--- config.mk ---
export PLATFORM = sky130hd
export DESIGN_NAME = corner_detector
export DESIGN_NICKNAME = d
export VERILOG_FILES = /design/src/rtl/corner_detector.sv
export SDC_FILE = /design/constraint.sdc
export NUM_CORES = 1
export LEC_CHECK = 0
export ABC_AREA = 0
export CORE_MARGIN = 2
export CORE_UTILIZATION = 60
export CTS_BUF_LIST = sky130_fd_sc_hd__clkbuf_8
export DETAILED_ROUTE_END_ITERATION = 12
export PLACE_DENSITY = 0.89
export SLEW_MARGIN = 30
export SYNTH_ARGS = -nofsm -noshare
export SYNTH_HDL_FRONTEND = slang
export SYNTH_SLANG_ARGS = --single-unit
--- constraint.sdc ---
create_clock -name clk -period 11.1 [get_ports clk]
set_clock_uncertainty 0.15 [all_clocks]
set_input_delay 2.22 -clock clk [delete_from_list [all_inputs] [get_ports clk]]
set_output_delay 2.22 -clock clk [all_outputs]
set_load 0.01 [all_outputs]
--- src/rtl/corner_detector.sv ---
// Raster-scans one frame from BRAM and reports the four extreme marker pixels (TL/TR/BL/BR).
// Define CORNER_DET_SUBSAMPLE_EN to scan only even x / even y; coordinates stay full resolution.
module corner_detector #(
    parameter int H_RES  = 640,
    parameter int V_RES  = 480,
    parameter int PIX_W  = 8,
    parameter int RD_LAT = 2,
    parameter int ADDR_W = 19
) (
    input  logic              clk,
    input  logic              reset_n,
    input  logic              auto_detection_start,
    output logic              auto_detection_done,
    output logic              busy,
    input  logic [PIX_W-1:0]  threshold,
    output logic [ADDR_W-1:0] rd_addr,
    input  logic [PIX_W-1:0]  rd_data,
    output logic [9:0]        tl_x,
    output logic [9:0]        tr_x,
    output logic [9:0]        bl_x,
    output logic [9:0]        br_x,
    output logic [8:0]        tl_y,
    output logic [8:0]        tr_y,
    output logic [8:0]        bl_y,
    output logic [8:0]        br_y,
    output logic              corners_valid,
    output logic [1:0]        o_dbg_state
);

    typedef enum logic [1:0] {S_IDLE = 2'd0, S_SCAN = 2'd1, S_DRAIN = 2'd2, S_DONE = 2'd3} state_t;

`ifdef CORNER_DET_SUBSAMPLE_EN
    localparam int STEP = 2;
`else
    localparam int STEP = 1;
`endif
    localparam logic [9:0]        X_LAST   = 10'(H_RES - STEP);
    localparam logic [8:0]        Y_LAST   = 9'(V_RES - STEP);
    localparam logic [9:0]        X_MAX    = 10'(H_RES - 1);
    localparam logic [8:0]        Y_MAX    = 9'(V_RES - 1);
    localparam logic [ADDR_W-1:0] ADDR_INC = ADDR_W'(STEP);
    // Row wrap skips the odd rows when subsampling; equals 1 at full resolution.
    localparam logic [ADDR_W-1:0] ADDR_WRAP_INC = ADDR_W'((STEP - 1) * H_RES + STEP);
    localparam int                DW       = (RD_LAT > 1) ? $clog2(RD_LAT) : 1;
    localparam logic [DW-1:0]     DRAIN_LAST = DW'(RD_LAT - 1);

    state_t r_state;
    state_t w_next;

    logic              w_accept;
    logic              w_issue;
    logic              w_in_done;
    logic              w_last;

    logic [PIX_W-1:0]  r_thr;
    logic [ADDR_W-1:0] r_addr;
    logic [9:0]        r_x;
    logic [8:0]        r_y;
    logic [DW-1:0]     r_drain;
    logic              r_busy;
    logic              r_done;

    logic [RD_LAT-1:0] r_pv;
    logic [9:0]        r_px [RD_LAT];
    logic [8:0]        r_py [RD_LAT];

    logic [9:0]        w_ev_x;
    logic [8:0]        w_ev_y;
    logic              w_mark;
    logic [10:0]       w_s;
    logic [10:0]       w_d;

    logic              r_found;
    logic [10:0]       r_min_s, r_max_s, r_min_d, r_max_d;
    logic [9:0]        r_a_tl_x, r_a_tr_x, r_a_bl_x, r_a_br_x;
    logic [8:0]        r_a_tl_y, r_a_tr_y, r_a_bl_y, r_a_br_y;

    logic [9:0]        r_tl_x, r_tr_x, r_bl_x, r_br_x;
    logic [8:0]        r_tl_y, r_tr_y, r_bl_y, r_br_y;
    logic              r_cv;

    always_ff @(posedge clk or negedge reset_n) begin
        if (!reset_n) r_state <= S_IDLE;
        else          r_state <= w_next;
    end

    always_comb begin
        w_next = r_state;
        case (r_state)
            S_IDLE:  if (w_accept) w_next = S_SCAN;
            S_SCAN:  if (w_last) w_next = S_DRAIN;
            S_DRAIN: if (r_drain == DRAIN_LAST) w_next = S_DONE;
            S_DONE:  w_next = S_IDLE;
            default: w_next = S_IDLE;
        endcase
    end

    // busy still covers the done-pulse cycle, so a start there is ignored.
    always_comb begin
        w_accept  = (r_state == S_IDLE) && auto_detection_start && !r_busy;
        w_issue   = (r_state == S_SCAN);
        w_in_done = (r_state == S_DONE);
        w_last    = (r_x == X_LAST) && (r_y == Y_LAST);
    end

    always_ff @(posedge clk or negedge reset_n) begin
        if (!reset_n) begin
            r_thr   <= '0;
            r_addr  <= '0;
            r_x     <= '0;
            r_y     <= '0;
            r_drain <= '0;
            r_busy  <= 1'b0;
            r_done  <= 1'b0;
        end else begin
            r_done  <= w_in_done;
            r_drain <= (r_state == S_DRAIN) ? r_drain + 1'b1 : '0;
            if (w_accept) begin
                r_thr  <= threshold;
                r_addr <= '0;
                r_x    <= '0;
                r_y    <= '0;
                r_busy <= 1'b1;
            end else if (w_issue && !w_last) begin
                if (r_x == X_LAST) begin
                    r_x    <= '0;
                    r_y    <= r_y + 9'(STEP);
                    r_addr <= r_addr + ADDR_WRAP_INC;
                end else begin
                    r_x    <= r_x + 10'(STEP);
                    r_addr <= r_addr + ADDR_INC;
                end
            end
            if (r_done) r_busy <= 1'b0;
        end
    end

    // Coordinates ride alongside the BRAM read so they line up with rd_data.
    always_ff @(posedge clk or negedge reset_n) begin
        if (!reset_n) begin
            r_pv <= '0;
            for (int i = 0; i < RD_LAT; i++) begin
                r_px[i] <= '0;
                r_py[i] <= '0;
            end
        end else begin
            r_pv    <= {r_pv[RD_LAT-1:0], w_issue} >> 0;
            r_px[0] <= r_x;
            r_py[0] <= r_y;
            for (int i = 1; i < RD_LAT; i++) begin
                r_px[i] <= r_px[i-1];
                r_py[i] <= r_py[i-1];
            end
        end
    end

    always_comb begin
        w_ev_x = r_px[RD_LAT-1];
        w_ev_y = r_py[RD_LAT-1];
        w_mark = r_pv[RD_LAT-1] && (rd_data >= r_thr);
        w_s    = 11'(w_ev_x) + 11'(w_ev_y);
        w_d    = 11'(w_ev_x) - 11'(w_ev_y) + 11'(V_RES - 1);
    end

    // Strict comparisons keep the raster-first pixel on ties.
    always_ff @(posedge clk or negedge reset_n) begin
        if (!reset_n) begin
            r_found <= 1'b0;
            r_min_s <= '0; r_max_s <= '0; r_min_d <= '0; r_max_d <= '0;
            r_a_tl_x <= '0; r_a_tr_x <= '0; r_a_bl_x <= '0; r_a_br_x <= '0;
            r_a_tl_y <= '0; r_a_tr_y <= '0; r_a_bl_y <= '0; r_a_br_y <= '0;
        end else if (w_accept) begin
            r_found <= 1'b0;
        end else if (w_mark) begin
            r_found <= 1'b1;
            if (!r_found || w_s < r_min_s) begin
                r_min_s <= w_s; r_a_tl_x <= w_ev_x; r_a_tl_y <= w_ev_y;
            end
            if (!r_found || w_s > r_max_s) begin
                r_max_s <= w_s; r_a_br_x <= w_ev_x; r_a_br_y <= w_ev_y;
            end
            if (!r_found || w_d > r_max_d) begin
                r_max_d <= w_d; r_a_tr_x <= w_ev_x; r_a_tr_y <= w_ev_y;
            end
            if (!r_found || w_d < r_min_d) begin
                r_min_d <= w_d; r_a_bl_x <= w_ev_x; r_a_bl_y <= w_ev_y;
            end
        end
    end

    always_ff @(posedge clk or negedge reset_n) begin
        if (!reset_n) begin
            r_tl_x <= '0;    r_tl_y <= '0;
            r_tr_x <= X_MAX; r_tr_y <= '0;
            r_bl_x <= '0;    r_bl_y <= Y_MAX;
            r_br_x <= X_MAX; r_br_y <= Y_MAX;
            r_cv   <= 1'b0;
        end else if (w_in_done) begin
            r_cv <= r_found;
            if (r_found) begin
                r_tl_x <= r_a_tl_x; r_tl_y <= r_a_tl_y;
                r_tr_x <= r_a_tr_x; r_tr_y <= r_a_tr_y;
                r_bl_x <= r_a_bl_x; r_bl_y <= r_a_bl_y;
                r_br_x <= r_a_br_x; r_br_y <= r_a_br_y;
            end else begin
                r_tl_x <= '0;    r_tl_y <= '0;
                r_tr_x <= X_MAX; r_tr_y <= '0;
                r_bl_x <= '0;    r_bl_y <= Y_MAX;
                r_br_x <= X_MAX; r_br_y <= Y_MAX;
            end
        end
    end

    assign auto_detection_done = r_done;
    assign busy          = r_busy;
    assign rd_addr       = r_addr;
    assign tl_x          = r_tl_x;
    assign tl_y          = r_tl_y;
    assign tr_x          = r_tr_x;
    assign tr_y          = r_tr_y;
    assign bl_x          = r_bl_x;
    assign bl_y          = r_bl_y;
    assign br_x          = r_br_x;
    assign br_y          = r_br_y;
    assign corners_valid = r_cv;
    assign o_dbg_state   = r_state;

endmodule

==> impl_metrics.csv, run 1 <==
group,metric,value,unit
setup_path,start_kind,"register",
sta,totalNegativeSetupSlack,0,ns
clocking,cts_hold_buf,0,
sta,period_minus_slack,5.21,ns
die,die_width,151,microns
placement,pre_cts_ws,5.62,ns
global_routing,grt_pass1_vias,9588,
final_layout,area_growth,18.4,%
yosys,async_flop_share,100,%
sta,hold_viol,0,
yosys,synth_common_cells,"257 x dfrtp_1, 160 x inv_1, 116 x o21ai_0",
setup_path,r2r-start,"w_ev_x[0]",
min_path,hp-start,"r_py[13]",
placement,hpwlAfterDp,19.2,mm
yosys,avgSynthCellArea,11.1,sq um
setup_path,r2r_setup_slack,5.89,ns
setup_path,required,11.38,ns
die,die_area,0.0229,sq mm
clocking,clk-insertion-delay-late,0.57,ns
clocking,htree_levels,2,
status,status,"finished clean",
route,dr.pass1.iters,5,
setup_path,worst_path_largest_cell_delay,0.67,ns
sta,rsz0062_at_grt,"false",
setup_path,crit_chain,"ha_1, inv_1, fa_1, nor2_1, o21ai_0, a21oi_1, o21ai_0, a221oi_1, ha_1, nand2_1, nor2_1, a2111oi_0, a211o_1, buf_4, mux2_2",
clocking,cts_buffer_depth,3,
route,wl_per_cell,17.5,microns
final_layout,drive_gt1_share,15.0,%
yosys,synth_edf_count,0,
route,num_vias,9117,
min_path,whs_endpoint,"w_ev_y[4]",
global_routing,grt_overflow_total,0,
die,die_y,151,microns
clocking,clockRootBuffer,"clkbuf_8",
yosys,synthTopCellsByArea,"dfrtp_1 49%, ha_1 8.1%, mux2_2 7.2%, dfstp_2 6.4%, inv_1 4.6%",
global_routing,antenna_found_initial,0,
yosys,ys_seq_area_share,55.7,%
setup_path,critical_path_arrival,5.49,ns
final_layout,fillers,1371,
final_layout,num_antenna_cells,0,
final_layout,fin_nets,1413,
yosys,yosysTopAreaCell,"dfrtp_1",
route,drt_iter0_markers,581,
power,p_leak,7.45,nW
placement,numPortBuffers,118,
sta,setup_violations,0,
min_path,hp-class,"reg -> reg",
setup_path,worst_path_dominant_cell_family,"compound AO/OA/AOI/OAI gates",
yosys,synth.most_common_cell,"dfrtp_1",
route,drc,0,
global_routing,grt_max_degree,91,
yosys,synth_top_area_share,49.3,%
yosys,syn-num-nets,1284,
power,cellPowerDensity,258,mW/mm^2
setup_path,regToRegEndpoint,"r_max_s[4]",
sta,min_period_over_period,46.9,%
global_routing,grt_usage,26.0,%
clocking,path_clk_slew,0.06,ns
setup_path,crit_type,"reg -> reg",
sta,drv_slew,0,
route,drt_wl_total,28.4,mm
sta,setup_slack,5.89,ns
min_path,hold_depth,0,
die,rows,53,
die,start_util,61.7,%
placement,gp_congestion,0.892,
sta,relSlewSlack,46.7,%
sta,tightest_slew,0.800,ns
clocking,cts_tree,"done",
yosys,yosys_warnings,0,
setup_path,slowest_stage,"a221oi_1",
setup_path,worstRegToRegCells,15,
yosys,ys_ff_latch,289,
final_layout,multi_input_area,0.00500,sq mm
run,max_cap_violations,0,
setup_path,cp_max_fo,18,
power,vdd_drop_max,0.237,mV
yosys,syn_area,0.0131,sq mm
yosys,synth_ff_type,"dfrtp_1",
clocking,post_cts_buffers,0,
setup_path,path_buf_inv,2,
clocking,cts_resized,0,
global_routing,grt_pass1_wl,47.1,mm
yosys,ys_types,56,
die,ios,119,
route,antenna_left,0,
setup_path,cp-end-kind,"register",
final_layout,register_area,0.00727,sq mm
clocking,cts_buffers,45,
sta,timing.fmax,192,MHz
clocking,cts_sinks,289,
route,via_per_inst,5.63,
die,core_area,0.0212,sq mm
yosys,synthesis.instances,1179,
through the flow:
stage	util (%)	instance area (sq um)	instances	hold slack, ns	total power, mW
after CTS	73.0	15400	1619	0.198	4.00
final	73.0	15400	1619	0.197	3.99
after detailed placement	68.7	14500	1536	0.185	3.09
after floorplan	-	13100	1179	0.181	2.52
after global placement	68.4	14500	1534	0.182	2.98
after global routing	73.0	15400	1619	0.204	4.24
layer usage:
metal	track usage [%]	share of wire, %	vias to the layer above
li1	-	-	4226
met1	33.3	42	4539
met2	45.3	50	290
met3	4.46	4.9	62
met4	8.55	2.5	0
met5	0	0	-
worst register-to-register path: cells and delay by family, from the launching register on:
family                     cells  cell delay (ns)
AOI/OAI and AO/OA              6             2.09
adders and majority gates      3             1.07
buffers and inverters          2             0.49
DFF                            1             0.65
muxes                          1             0.39
and+or+nand+nor                3             0.25
power breakdown:
| group | internal (mW) | switching, mW | leakage, nW |
|---|---|---|---|
| combinational | 0.676 | 0.869 | 3.15 |
| sequential | 1.37 | 0.190 | 3.75 |
| clock | 0.479 | 0.401 | 0.552 |
flip-flops by register name (all words and copies together) (netlist names), 10 cells and up:
signal / count
rd_addr: 19
r_max_d: 11
r_max_s: 11
r_min_d: 11
r_min_s: 11
bl_x: 10
br_x: 10
r_a_bl_x: 10
r_a_br_x: 10
r_a_tl_x: 10
r_a_tr_x: 10
r_px: 10
r_x: 10
tl_x: 10
tr_x: 10
w_ev_x: 10
cell usage in the layout, fill, tap and decap left out, drive strengths merged, types with 2 or more instances in the layout:
master | netlist | final
fa | 2 | 2
nor2 | 75 | 75
nor2b | 4 | 4
nand4 | 19 | 19
dfstp | 32 | 32
or3 | 2 | 2
mux2 | 85 | 85
a211o | 3 | 3
o21bai | 7 | 7
ha | 84 | 84
a211oi | 3 | 3
nand2b | 3 | 3
mux2i | 20 | 20
and4 | 2 | 2
a31oi | 18 | 18
clkinv | 1 | 6
nor3 | 8 | 8
buf | 17 | 12
nand3 | 56 | 56
dfrtp | 257 | 257
o21ai | 116 | 116
a2111oi | 4 | 4
and2 | 3 | 3
bufinv | 0 | 2
xor2 | 23 | 23
and3 | 8 | 8
or2 | 3 | 3
a221oi | 2 | 2
a21oi | 28 | 28
nand2 | 54 | 54
xnor2 | 23 | 23
a21o | 10 | 10
clkdlybuf4s50 | 0 | 117
clkbuf | 30 | 52
o21a | 4 | 4
inv | 160 | 184
worst max path at each step:
stage | cells past startpoint | to | startpoint
6_report | 15 | r_max_s[4] | w_ev_x[0]
5_1_grt | 15 | r_max_s[4] | w_ev_x[0]
4_1_cts | 15 | r_max_s[7] | w_ev_x[0]
3_5_place_dp | 11 | r_max_s[7] | rd_data[0]
3_3_place_gp | 11 | r_a_br_y[5] | rd_data[0]
2_1_floorplan | 10 | r_a_bl_y[5] | rd_data[0]
cell type report:
class | instances | share of cell area (%)
Multi-Input combinational cell | 682 | 32.4
Sequential cell | 289 | 47.1
Tap cell | 275 | 2.23
Inverter | 161 | 3.91
Timing Repair Buffer | 129 | 8.50
Clock inverter | 31 | 1.29
Clock buffer | 52 | 4.63
cell families (layout without fill, tap and decap cells):
kind of cell,after synthesis,in the layout,synth area share [%]
adders and majority gates,86,86,8.36
xor gates and xnor gates,46,46,3.09
DFF,289,289,55.7
muxes,105,105,8.87
buffers and inverters,208,373,6.15
and+or+nand+nor,242,242,8.70
AOI/OAI and AO/OA,203,203,9.12
Power figures use the tool's default switching activity.
==> run 2: changes to the inputs <==
CORE_UTILIZATION = 54   (was 60)
PLACE_DENSITY = 0.85   (was 0.89)
clock period = 4.6 ns   (was 11.1 ns; I/O delays follow)
==> run 2 against run 1 <==
Effect of this change: register-to-register slack lost 5.6 ns; sequential power rose by 140%; final cell count grew 3.5%; core utilization down 6.5 points; die area is 11% higher; combinational power grew 140%; wire length grew 2.5%; final area grew 1.7%; highest routed layer unchanged.
==> impl_metrics.csv, run 2 (synthesized netlist as in run 1, its figures left out) <==
group,metric,value,unit
sta,relSlewSlack,38.4,%
die,rows,56,
sta,setup_violations,0,
sta,setup_slack,0.244,ns
route,dr.pass1.iters,5,
route,via_per_inst,5.47,
placement,place_inst,1590,
setup_path,start_kind,"register",
sta,period_minus_slack,4.36,ns
power,vdd_drop_max,0.622,mV
status,status,"finished clean",
placement,numPortBuffers,118,
clocking,post_cts_buffers,0,
min_path,hp-start,"r_py[17]",
placement,hpwlAfterDp,20.1,mm
sta,hold_viol,0,
power,cellPowerDensity,629,mW/mm^2
die,die_width,159,microns
setup_path,critical_path_arrival,4.67,ns
route,wl_per_cell,17.4,microns
setup_path,cp-end-kind,"register",
final_layout,final_cell_mix,"256 x dfrtp_1, 169 x inv_1, 117 x clkdlybuf4s50_1",
clocking,cts_buffer_depth,3,
min_path,hold_depth,0,
route,drt_wl_total,29.1,mm
die,ios,119,
setup_path,crit_type,"reg -> reg",
power,p_leak,7.53,nW
final_layout,num_antenna_cells,0,
sta,tightest_slew,0.924,ns
clocking,clockRootBuffer,"clkbuf_8",
route,num_vias,9173,
clocking,cts_sinks,289,
die,die_y,159,microns
placement,gp_congestion,0.914,
clocking,htree_levels,2,
clocking,path_clk_slew,0.07,ns
setup_path,regToRegEndpoint,"r_a_tr_y[4]",
setup_path,cp_max_fo,16,
clocking,cts_buffers,46,
final_layout,area_growth,20.4,%
global_routing,grt_usage,23.6,%
clocking,cts_resized,0,
final_layout,drive_gt1_share,16.8,%
final_layout,multi_input_area,0.00500,sq mm
setup_path,worstRegToRegCells,17,
final_layout,register_area,0.00727,sq mm
final_layout,fin_cells,1676,
route,drc,0,
min_path,whs_endpoint,"w_ev_y[8]",
clocking,clk-insertion-delay-late,0.59,ns
setup_path,required,4.91,ns
sta,drv_slew,0,
clocking,cts_tree,"done",
final_layout,layout_commonest_cell,"dfrtp_1",
die,core_area,0.0236,sq mm
final_layout,utilization,66.6,%
global_routing,antenna_found_initial,0,
final_layout,fin_nets,1424,
min_path,hp-class,"reg -> reg",
global_routing,grt_pass1_vias,9440,
route,drt_iter0_markers,622,
die,die_area,0.0254,sq mm
setup_path,r2r-start,"w_ev_y[1]",
final_layout,fillers,1699,
sta,timing.fmax,230,MHz
final_layout,largest_reg_flops,19,
clocking,cts_hold_buf,0,
placement,pre_cts_ws,0.132,ns
die,start_util,55.3,%
sta,min_period_over_period,94.7,%
run,max_cap_violations,0,
global_routing,grt_pass1_wl,48.9,mm
global_routing,grt_overflow_total,0,
setup_path,r2r_setup_slack,0.24,ns
global_routing,grt_max_degree,102,
route,antenna_left,0,
## run 2: cell count changes in the layout (fill, tap and decap cells not counted), moves of 2 or more
cell      change
buf_16        -2
buf_12        +4
inv_1        -13
clkinv_2      +4
clkbuf_8     +10
buf_4         +7
## run 2: worst max path at each step
stage                   start  depth (start not counted)          end
detailed placement  w_ev_y[1]                         17   r_max_d[0]
global placement    w_ev_y[1]                         17  r_a_tr_y[6]
CTS                 w_ev_y[1]                         17  r_a_tr_x[8]
finish              w_ev_y[1]                         17  r_a_tr_y[4]
floorplan           w_ev_y[1]                         17  r_a_tr_y[2]
global route        w_ev_y[1]                         17  r_a_tr_y[4]
## run 2: per-stage QoR
stage	total power [mW]	cell area [sq um]	hold WS, ns	setup TNS [ns]
6_report	9.88	15700	0.199	0
4_1_cts	9.92	15700	0.200	0
3_5_place_dp	7.50	14700	0.185	0
3_3_place_gp	7.31	14700	0.182	0
2_1_floorplan	6.08	13100	0.181	0
5_1_grt	10.5	15700	0.207	-0.00519
## run 2: cell type report
type | instances | area share (%)
clock inverter | 24 | 1.14
inverter | 161 | 3.85
timing repair buffer | 139 | 8.92
sequential | 289 | 46.3
clock buffer | 62 | 5.43
multi-input combinational | 682 | 31.8
tap | 319 | 2.54
## run 2: metal layers
layer / global-route usage [%] / vias up / share of wire, %
li1: - / 4257 / -
met1: 31.1 / 4555 / 43
met2: 39.6 / 291 / 49
met4: 8.39 / 0 / 3.1
met3: 4.09 / 70 / 4.8
met5: 0 / - / 0
## run 2: power by group
group	internal (mW)	switching [mW]	leakage [nW]
combinational	1.68	2.09	3.20
clock	1.33	1.03	0.575
sequential	3.31	0.443	3.75
## run 2: critical path, stage by stage, from the launching register on
cell and delay (ns):
dfrtp_1 0.41, inv_2 0.11, ha_1 0.25, ha_1 0.21
fa_1 0.40, a21o_1 0.17, a21oi_1 0.22, o21bai_1 0.12
a21oi_2 0.19, a21oi_1 0.10, xor2_1 0.28, ha_1 0.31
nand2_1 0.08, nor2_1 0.05, a2111oi_1 0.36, a211o_1 0.23
buf_6 0.20, mux2_2 0.36
==> run 3: changes to the inputs <==
RECOVER_POWER = 25   (was unset)
SKIP_CTS_REPAIR_TIMING = 1   (was unset)
==> run 3 against run 2 <==
Effect of this change: the flow now finishes with violations (max-capacitance violations, max-slew violations); clock power barely moved; sequential share of layout area up 0.074 points; critical endpoint is now r_max_s[2]; power barely moved; worst hold slack about the same; global-route usage did not move; critical path type unchanged; via count is essentially flat; sequential power is essentially flat.
==> impl_metrics.csv, run 3 (synthesized netlist as in run 1, its figures left out) <==
group,metric,value,unit
status,status,"finished, violations left",
status,violations,"max-capacitance violations, max-slew violations",
sta,setup_slack,0.172,ns
placement,pre_cts_ws,0.132,ns
route,routed.top_layer,"met4",
sta,hold_viol,0,
clocking,cts_buffers,46,
sta,setup_violations,0,
sta,timing.fmax,226,MHz
die,ios,119,
die,die_width,159,microns
clocking,htree_levels,2,
setup_path,critical_path_arrival,4.71,ns
route,dr.pass1.iters,7,
final_layout,final_cell_mix,"256 x dfrtp_1, 169 x inv_1, 117 x clkdlybuf4s50_1",
setup_path,cp-end-kind,"register",
placement,place_area,0.0147,sq mm
route,route.met3.wl,1.45,mm
die,start_util,55.3,%
route,drt_wl_total,29.0,mm
route,drt_iter0_markers,624,
setup_path,required,4.88,ns
setup_path,cp_max_fo,26,
clocking,clockRootBuffer,"clkbuf_8",
route,antenna_left,0,
die,die_y,159,microns
final_layout,register_area,0.00727,sq mm
sta,drv_slew,102,
final_layout,fillers,1701,
clocking,cts_tree,"done",
die,die_area,0.0254,sq mm
final_layout,num_antenna_cells,0,
global_routing,antenna_found_initial,0,
min_path,hp-class,"reg -> reg",
clocking,cts_sinks,289,
placement,numPortBuffers,118,
final_layout,largest_reg_flops,19,
route,num_vias,9175,
power,vdd_drop_max,0.624,mV
global_routing,grt_pass1_vias,9440,
setup_path,crit_type,"reg -> reg",
clocking,cts_buffer_depth,3,
sta,tightest_slew,2.49,ns
die,core_area,0.0236,sq mm
route,drc,0,
route,via_per_inst,5.47,
global_routing,grt_usage,23.6,%
final_layout,fin_nets,1424,
run,max_cap_violations,1,
setup_path,start_kind,"register",
route,wl_met1,12.5,mm
global_routing,grt_overflow_total,0,
final_layout,drive_gt1_share,16.8,%
final_layout,area_growth,20.2,%
die,rows,56,
placement,hpwlAfterDp,20.1,mm
placement,gp_congestion,0.914,
clocking,clk-insertion-delay-late,0.59,ns
route,wl_per_cell,17.3,microns
final_layout,multi_input_area,0.00500,sq mm
sta,min_period_over_period,96.3,%
final_layout,layout_commonest_cell,"dfrtp_1",
sta,period_minus_slack,4.43,ns
global_routing,grt_pass1_wl,48.9,mm
global_routing,grt_max_degree,102,
setup_path,worst_path_largest_cell_delay,0.57,ns
power,p_leak,7.52,nW
setup_path,crit_chain,"ha_1, inv_1, fa_1, nor2_1, o21ai_0, a21oi_1, o21ai_0, nand2b_1, xnor2_1, ha_1, a21oi_1, nor2_1, a2111oi_0, a211o_1, buf_12, mux2_2",
power,cellPowerDensity,629,mW/mm^2
final_layout,fin_area,0.0157,sq mm
setup_path,slowest_stage,"a2111oi_0",
sta,relSlewSlack,-65.8,%
clocking,path_clk_slew,0.07,ns
route,wl_met2,14.2,mm
## run 3: metrics by stage
stage | hold WS, ns | util (%) | total power, mW | TNS (ns) | std cells
2_1_floorplan | 0.181 | - | 6.08 | 0 | 1179
3_3_place_gp | 0.182 | 62.1 | 7.31 | 0 | 1590
3_5_place_dp | 0.185 | 62.1 | 7.50 | 0 | 1590
4_1_cts | 0.200 | 66.5 | 9.92 | 0 | 1676
5_1_grt | 0.207 | 66.4 | 10.5 | -0.00519 | 1676
6_report | 0.199 | 66.4 | 9.88 | 0 | 1676
## run 3: per-layer routing
metal,global-route usage [%],up-vias
met5,0,-
li1,-,4272
met1,31.1,4518
met4,8.39,0
met2,39.6,315
met3,4.09,70
## run 3: report_power, final
| part | switching, mW | internal, mW | leakage (nW) | total, mW |
|---|---|---|---|---|
| clock network | 1.03 | 1.33 | 0.575 | 2.36 |
| registers | 0.442 | 3.31 | 3.75 | 3.75 |
| logic | 2.09 | 1.68 | 3.19 | 3.76 |
## run 3: worst max-delay path: cells and delay by family, from the launching register on
family / cells / cell delay (ns)
simple gates: 3 / 0.24
buf+inv: 2 / 0.32
fa+ha+maj: 3 / 0.77
flops: 1 / 0.45
mux: 1 / 0.36
xor+xnor: 1 / 0.35
compound gates: 6 / 1.64
## run 3: worst paths after layout
| kind | startpoint | end | slack, ns | depth (start not counted) |
|---|---|---|---|---|
| worst min-delay path | r_py[17] | w_ev_y[8] | 0.20 | 0 |
| worst max-delay path | w_ev_x[0] | r_max_s[2] | 0.17 | 16 |
| min in group asynchronous | reset_n | bl_x[5] | 0.95 | 1 |
| max in group asynchronous | reset_n | r_found | 0.83 | 2 |
| worst min register to register | r_py[17] | w_ev_y[8] | 0.20 | 0 |
| worst max register to register | w_ev_x[0] | r_max_s[2] | 0.17 | 16 |
## run 3: area by class of cell
type / count / share of cell area (%)
sequential: 289 / 46.4
clock inverter: 24 / 1.14
clock buffer: 62 / 5.44
multi-input combinational: 682 / 31.9
tap: 319 / 2.54
timing repair buffer: 139 / 8.77
inverter: 161 / 3.85
